File: src/rtl/spi_pkg.sv
// Shared types and reference arithmetic for the SPI command/result ALU link.
// Command word is {op, a, b}; result is 4 bits.
package spi_pkg;

  typedef enum bit [1:0] {ADD, SUB, INV, RED} opcode_e;

  localparam int CMD_W        = 8;
  localparam int RSP_W        = 4;
  localparam int XFER_PERIODS = 12;

  function automatic logic [RSP_W-1:0] calc_ref(
    input opcode_e    op,
    input logic [2:0] a,
    input logic [2:0] b
  );
    logic [RSP_W-1:0] r;
    r = '0;
    case (op)
      ADD:     r = {1'b0, a} + {1'b0, b};
      SUB:     r = {1'b0, a} - {1'b0, b};
      INV:     r = {1'b0, ~a};
      RED:     r = {3'b000, |b};
      default: r = '0;
    endcase
    return r;
  endfunction

endpackage

File: src/rtl/spi_sclk_tick.sv
// Half-period timer for the SPI clock: counts 0..CLK_DIV-1 while enabled,
// pulses tick at terminal count and wraps.
import spi_pkg::*;

module spi_sclk_tick #(
  parameter int CLK_DIV = 2
) (
  input  logic clk,
  input  logic rst,
  input  logic en,
  output logic tick
);

  localparam int W = (CLK_DIV > 1) ? $clog2(CLK_DIV) : 1;
  localparam logic [W-1:0] LAST = W'(CLK_DIV - 1);

  logic [W-1:0] cnt;

  assign tick = en && (cnt == LAST);

  always_ff @(posedge clk) begin
    if (rst || !en || tick) cnt <= '0;
    else                    cnt <= cnt + W'(1);
  end

endmodule

File: src/rtl/spi_cmd_master.sv
// SPI master framing {op,a,b} out LSB first and capturing a 4-bit result.
// Define SPI_CMD_MASTER_REF_CHECK_EN to build the rsp_err reference check.
import spi_pkg::*;

module spi_cmd_master #(
  parameter int CLK_DIV = 2,
  parameter int CS_GAP  = 2
) (
  input  logic             clk,
  input  logic             rst,
  input  logic             req_valid,
  output logic             req_ready,
  input  opcode_e          req_op,
  input  logic [2:0]       req_a,
  input  logic [2:0]       req_b,
  output logic             rsp_valid,
  input  logic             rsp_ready,
  output logic [RSP_W-1:0] rsp_data,
  output logic             rsp_err,
  output logic             busy,
  output logic             sclk,
  output logic             cs,
  output logic             mosi,
  input  logic             miso
);

  localparam logic [2:0] S_IDLE  = 3'd0;
  localparam logic [2:0] S_SETUP = 3'd1;
  localparam logic [2:0] S_XFER  = 3'd2;
  localparam logic [2:0] S_HOLD  = 3'd3;
  localparam logic [2:0] S_DONE  = 3'd4;
  localparam logic [2:0] S_GAP   = 3'd5;

  localparam int GAP_N = (CS_GAP < 1) ? 1 : CS_GAP;
  localparam int GW    = $clog2(GAP_N + 1);
  localparam logic [GW-1:0] GAP_LAST = GW'(GAP_N - 1);
  localparam logic [4:0] H_LAST = 5'(2 * XFER_PERIODS - 1);

  logic [2:0]       state;
  logic [CMD_W-1:0] cmd;
  logic [4:0]       hcnt;
  logic [GW-1:0]    gcnt;
  logic [3:0]       nper;
  logic             en;
  logic             tick;

  assign en = (state == S_SETUP) || (state == S_XFER) ||
              (state == S_HOLD);
  assign req_ready = (state == S_IDLE) && !rst;
  assign busy = (state != S_IDLE) && (state != S_GAP);
  // period that starts at the next rising edge (odd half-periods only)
  assign nper = hcnt[4:1] + 4'd1;

  spi_sclk_tick #(.CLK_DIV(CLK_DIV)) u_tick (
    .clk  (clk),
    .rst  (rst),
    .en   (en),
    .tick (tick)
  );

  always_ff @(posedge clk) begin
    if (rst) begin
      state     <= S_IDLE;
      cmd       <= '0;
      hcnt      <= '0;
      gcnt      <= '0;
      cs        <= 1'b1;
      sclk      <= 1'b0;
      mosi      <= 1'b0;
      rsp_valid <= 1'b0;
      rsp_data  <= '0;
    end else begin
      case (state)
        S_IDLE: if (req_valid) begin
          cmd   <= {req_op, req_a, req_b};
          cs    <= 1'b0;
          mosi  <= req_b[0];
          state <= S_SETUP;
        end
        S_SETUP: if (tick) begin
          sclk  <= 1'b1;
          mosi  <= cmd[0];
          hcnt  <= '0;
          state <= S_XFER;
        end
        S_XFER: if (tick) begin
          if (hcnt == H_LAST) begin
            hcnt  <= '0;
            state <= S_HOLD;
          end else begin
            hcnt <= hcnt + 5'd1;
            sclk <= hcnt[0];
            if (!hcnt[0] && hcnt[4])
              rsp_data[hcnt[2:1]] <= miso;
            if (hcnt[0])
              mosi <= nper[3] ? 1'b0 : cmd[nper[2:0]];
          end
        end
        S_HOLD: if (tick) begin
          cs        <= 1'b1;
          rsp_valid <= 1'b1;
          state     <= S_DONE;
        end
        S_DONE: if (rsp_ready) begin
          rsp_valid <= 1'b0;
          gcnt      <= '0;
          state     <= S_GAP;
        end
        S_GAP: begin
          if (gcnt == GAP_LAST) state <= S_IDLE;
          else                  gcnt  <= gcnt + GW'(1);
        end
        default: state <= S_IDLE;
      endcase
    end
  end

`ifdef SPI_CMD_MASTER_REF_CHECK_EN
  logic [RSP_W-1:0] exp_q;
  logic             err_q;

  always_ff @(posedge clk) begin
    if (rst) begin
      exp_q <= '0;
      err_q <= 1'b0;
    end else begin
      if (state == S_IDLE && req_valid)
        exp_q <= calc_ref(req_op, req_a, req_b);
      if (state == S_HOLD && tick)
        err_q <= (rsp_data != exp_q);
      else if (state == S_DONE && rsp_ready)
        err_q <= 1'b0;
    end
  end

  assign rsp_err = err_q;
`else
  assign rsp_err = 1'b0;
`endif

endmodule
File: config.mk
export PLATFORM = sky130hd
export DESIGN_NAME = spi_cmd_master
export DESIGN_NICKNAME = d
export VERILOG_FILES = /design/src/rtl/spi_pkg.sv /design/src/rtl/spi_sclk_tick.sv /design/src/rtl/spi_cmd_master.sv
export SDC_FILE = /design/constraint.sdc
export NUM_CORES = 1
export LEC_CHECK = 0
export CAP_MARGIN = 10
export CORE_MARGIN = 8
export CORE_UTILIZATION = 50
export DETAILED_ROUTE_END_ITERATION = 10
export PLACE_DENSITY = 0.75
export SETUP_SLACK_MARGIN = 0.2
export SYNTH_ARGS = -nofsm -noshare
export SYNTH_HDL_FRONTEND = slang
export SYNTH_SLANG_ARGS = --single-unit
File: constraint.sdc
create_clock -name clk -period 4.45 [get_ports clk]
set_input_delay 0.6675 -clock clk [delete_from_list [all_inputs] [get_ports clk]]
set_output_delay 0.6675 -clock clk [all_outputs]
set_load 0.02 [all_outputs]
======== Word-level counts from Yosys, hierarchy flattened ========
Cells that the tools add are included.
Widths: inputs -> output; s select.
word-level totals
  register bits ........................... 27
  bits in latches ......................... 0
  RAM bits ................................ 0
  ROM bits ................................ 0
  word-level logic and storage cells ...... 99
  memories ................................ 0
cells by class
  add/sub/neg operators ................... 4
  multiply operators ...................... 0
  div/mod/pow operators ................... 0
  order comparisons ....................... 3
  equality and inequality tests ........... 18
  shift operators ......................... 0
  mux-type cells .......................... 35
  bitwise logic cells ..................... 1
  reduce and logical (&&, ||, !) cells .... 28
operator list
  cell                 count
  $mux 3               7
  $pmux 3 s6           1
  $mux 5               3
  $mux 1               13
  $ne 2x2->1 const B   6
  $reduce_and 3->1     4
  $pmux 5 s2           1
  $ne 2x1->1 const B   4
  $reduce_and 4->1     2
  $reduce_bool 2->1    4
  $reduce_and 7->1     1
  $eq 3x2->1 const B   2
  $eq 3x3->1 const B   2
  $pmux 1 s2           3
  $reduce_and 6->1     1
  $reduce_bool 3->1    2
  $add 5x1->5 const B  1
  $eq 5x5->1 const B   1
  $logic_and 1x1->1    5
  $add 4x1->4 const B  1
  $bwmux 4             1
  $logic_or 1x1->1     4
  $lt 3x4->1 const B   1
  $mux 2               2
  other kinds (15)     17

======== Depth between registers and ports, before layout ========
  depth in word-level cells ............... 8
  gate-level depth with buffers ........... 7
  gate-level depth less buffers ........... 7

======== Cells and area by module ========
Synthesis repeated with hierarchy kept, for this count alone.
second synthesis, totals
  cell total of the unflattened synthesis .. 180
  area, all modules ....................... 1545.2 sq um
by module, submodules not included
  module          instances  cells an instance  area an instance (sq um)  sequential area each (sq um)
  spi_cmd_master  1          177                1505.2                    520.5
  spi_sclk_tick   1          3                  40.0                      20.0

======== Worst setup path after synthesis ========
No wires, ideal clock.
  path kind ............................... register to output
  from .................................... register state[0]
  to ...................................... output port req_ready
  arrival ................................. 1501 ps
  data required time ...................... 3783 ps
  path slack .............................. 2282 ps
  stages on the path, launching flop included .. 5
  path buffers ............................ 3
  path through ............................ dfxtp_1 -> buf_2 -> buf_2 -> buf_2 -> nor4_1
between the ends
  word-level cells in the longest chain between the ends .. 2
RTL lines
  what                      RTL line              text
  start: declaration        spi_cmd_master.sv:39  logic [2:0] state;
  start signal: assignment  spi_cmd_master.sv:63  state <= S_IDLE;
  start signal: assignment  spi_cmd_master.sv:78  state <= S_SETUP;
  start signal: assignment  spi_cmd_master.sv:84  state <= S_XFER;
  $logic_not 3->1           spi_cmd_master.sv:49  assign req_ready = (state == S_IDLE) && !rst;
  $logic_and 1x1->1         spi_cmd_master.sv:49
  end: declaration          spi_cmd_master.sv:12  output logic req_ready,
No other way between the ends.

======== Final worst setup path ========
  from .................................... input port rst
  to ...................................... output port req_ready
between the ends
  word-level cells in the longest chain between the ends .. 2
RTL lines
  what                RTL line              text
  start: declaration  spi_cmd_master.sv:10  input logic rst,
  $logic_not 1->1     spi_cmd_master.sv:49
  $logic_and 1x1->1   spi_cmd_master.sv:49
No other way between the ends.

==> results.cfg <==
[floorplan]
io_pins = 24
initial_utilization = 0.520
dieArea_mm2 = 0.00517
core_mm2 = 0.00300
die_x_um = 71.9
placementRows = 20
dieHeight_um = 71.9

[setup_path]
cp-start-kind = primary input
slowest_delay_ps = 650
reg2reg_depth = 5
cp.required_ps = 3780
crit_top_cell = clkdlybuf4s50_1
crit_arrival_ps = 2130
critPathMaxFanout = 29
criticalPathCategory = in -> out
end_kind = primary output
slowest_stage = clkdlybuf4s50_1
crit_path_cell_trace = clkdlybuf4s50_1 -> buf_4 -> nor4_1 -> clkdlybuf4s50_1

[drt]
drc = 0
ant_nets = 0
first_iter_violations = 42
routedWlPerCell_um = 13.6
wl_um = 3290
via_count = 1375
via_per_inst = 5.66
firstDrtPassIters = 5

[hold_path]
whs_path_depth = 2
hp-class = reg -> reg

[finish]
finish.utilization = 0.600
drive_above_1_share = 0.0667
fillers = 266
fin_nets = 230
n_antenna_cell = 0
final_area_mm2 = 0.00180
multi_input_area_um2 = 941
regArea_um2 = 541
area_delta_synth_final_pct = 15.3
fin_cells = 243

[sta]
skew_ps = 11.8
hold_viol = 0
final_period_minus_worst_setup_slack_ps = 2800
setup_violations = 0
tns_ps = 0
slew_viol_final = 0
relSlewSlack = 0.401
max_freq_ghz = 0.357
grt_setup_unrepaired = false
tightestPinTransition_ps = 897
fin_crit_sh = 0.629
whs_ps = 462
layout_setup_ws_ps = 1650

[global_route]
grt_pass1_wl_um = 5530
grt_start_max_net_pins = 30
grt_usage = 0.129
grt_overflow = 0
grt_pass1_vias = 1357
antenna_found_initial = 0

[outcome]
status = finished clean

[placed_design]
dp_slack_ps = 1640
io_buffers = 22
dp_cells = 239
finalWeightedCongestion = 0.827
hpwl_um = 2400
placed_area_mm2 = 0.00177

[power]
power.leakage_nw = 0.662
p_per_area_mw_per_mm2 = 331
ir_worst_vdd_mv = 0.292
p_total_mw = 0.596

[clock_network]
clock-sinks = 27
cts.repair.resized = 0
tritoncts = yes
cts-hold-fix-buffers = 0
htreeDepth = 1
numCtsBuffers = 3
cts-root-buf = clkbuf_4
post_cts_buffers = 0
insertion_delay_ps = 330
cts_buffer_depth = 2
clkSlewWorstSetupHoldPaths_ps = 130

[yosys]
async_reset_ff_frac = 0
synthCells = 195
netlist.area_leader.share = 0.346
synthFlopType = dfxtp_1
syn-num-nets = 214
ys_seq_area_frac = 0.346
synth_area_mm2 = 0.00156
synth_area_leaders = dfxtp_1 35%, nand2_1 9.1%, a21oi_1 8.3%
synth_edf_count = 0
avgSynthCellArea_um2 = 8.01
synth_area_leader_cell = dfxtp_1
synth_warnings = 0
synth_common_cells = 38 x nand2_1, 27 x dfxtp_1, 26 x a21oi_1
synth_cell_types = 45
yosysMostFrequentCell = nand2_1
synth_seq_cells = 27

[job]
maxCapViolCount = 0
cells in the final DEF (no fill, tap or decap), drive strengths merged, types with 2 or more instances in the layout:
master / netlist / layout
o31ai: 2 / 2
nand3: 10 / 10
clkbuf: 6 / 3
a21o: 3 / 3
xnor2: 2 / 2
ha: 6 / 6
nand3b: 2 / 2
a21oi: 26 / 26
or3: 3 / 3
nor2b: 5 / 5
nand2b: 4 / 4
nor3: 5 / 5
nand2: 38 / 38
dfxtp: 27 / 27
nor4: 4 / 4
clkdlybuf4s50: 0 / 22
nor2: 10 / 10
o21ai: 4 / 4
a221oi: 2 / 2
inv: 6 / 6
mux2i: 7 / 7
layout make-up:
| class | count | area share |
|---|---|---|
| multi-input combinational | 150 | 0.523 |
| sequential | 27 | 0.300 |
| timing repair buffer | 23 | 0.126 |
| tap | 33 | 0.0229 |
| clock buffer | 3 | 0.0125 |
| inverter | 6 | 0.0125 |
| clock inverter | 1 | 0.00278 |
where the power goes:
group	total (mW)	switching [mW]	internal [mW]
logic	0.183	0.0968	0.0863
clock network	0.106	0.0722	0.0337
registers	0.307	0.0444	0.263
total	0.596	0.213	0.383
state kept, by name, summed over array words and instances, names as in the netlist:
name        count
u_tick.cnt      1
cs              1
sclk            1
mosi            1
cmd             8
hcnt            5
rsp_valid       1
gcnt            2
state           3
rsp_data        4
final timing paths:
path                                from   endpoint  slack (ps)
worst max-delay path                 rst  req_ready        1650
worst min-delay path              cmd[1]     cmd[1]         460
worst max register to register  state[0]   state[0]        2260
worst min register to register    cmd[1]     cmd[1]         460
layer usage:
| layer | track usage | routed length [um] | up-vias |
|---|---|---|---|
| met2 | 0.228 | 1590 | 31 |
| met5 | 0 | 0 | - |
| li1 | - | - | 714 |
| met4 | 0.0385 | 10 | 0 |
| met1 | 0.145 | 1540 | 628 |
| met3 | 0.0363 | 149 | 2 |
cell families (layout without fill, tap and decap cells):
group / Yosys count / count (layout) / synth area share
AO/OA/AOI/OAI: 47 / 47 / 0.190
multiplexers: 8 / 8 / 0.0521
other: 1 / 1 / 0.00240
adder cells (fa/ha/maj): 6 / 6 / 0.0481
buffers and inverters: 18 / 33 / 0.0513
flip-flops: 27 / 27 / 0.346
XOR/XNOR: 3 / 3 / 0.0168
AND/OR/NAND/NOR: 85 / 85 / 0.293
worst max-delay path: cells and delay by family:
kind                   cells  cell delay [ps]
buffers and inverters      3             1270
AND/OR/NAND/NOR            1              190
Note: power is estimated with default switching activity, not from simulation.
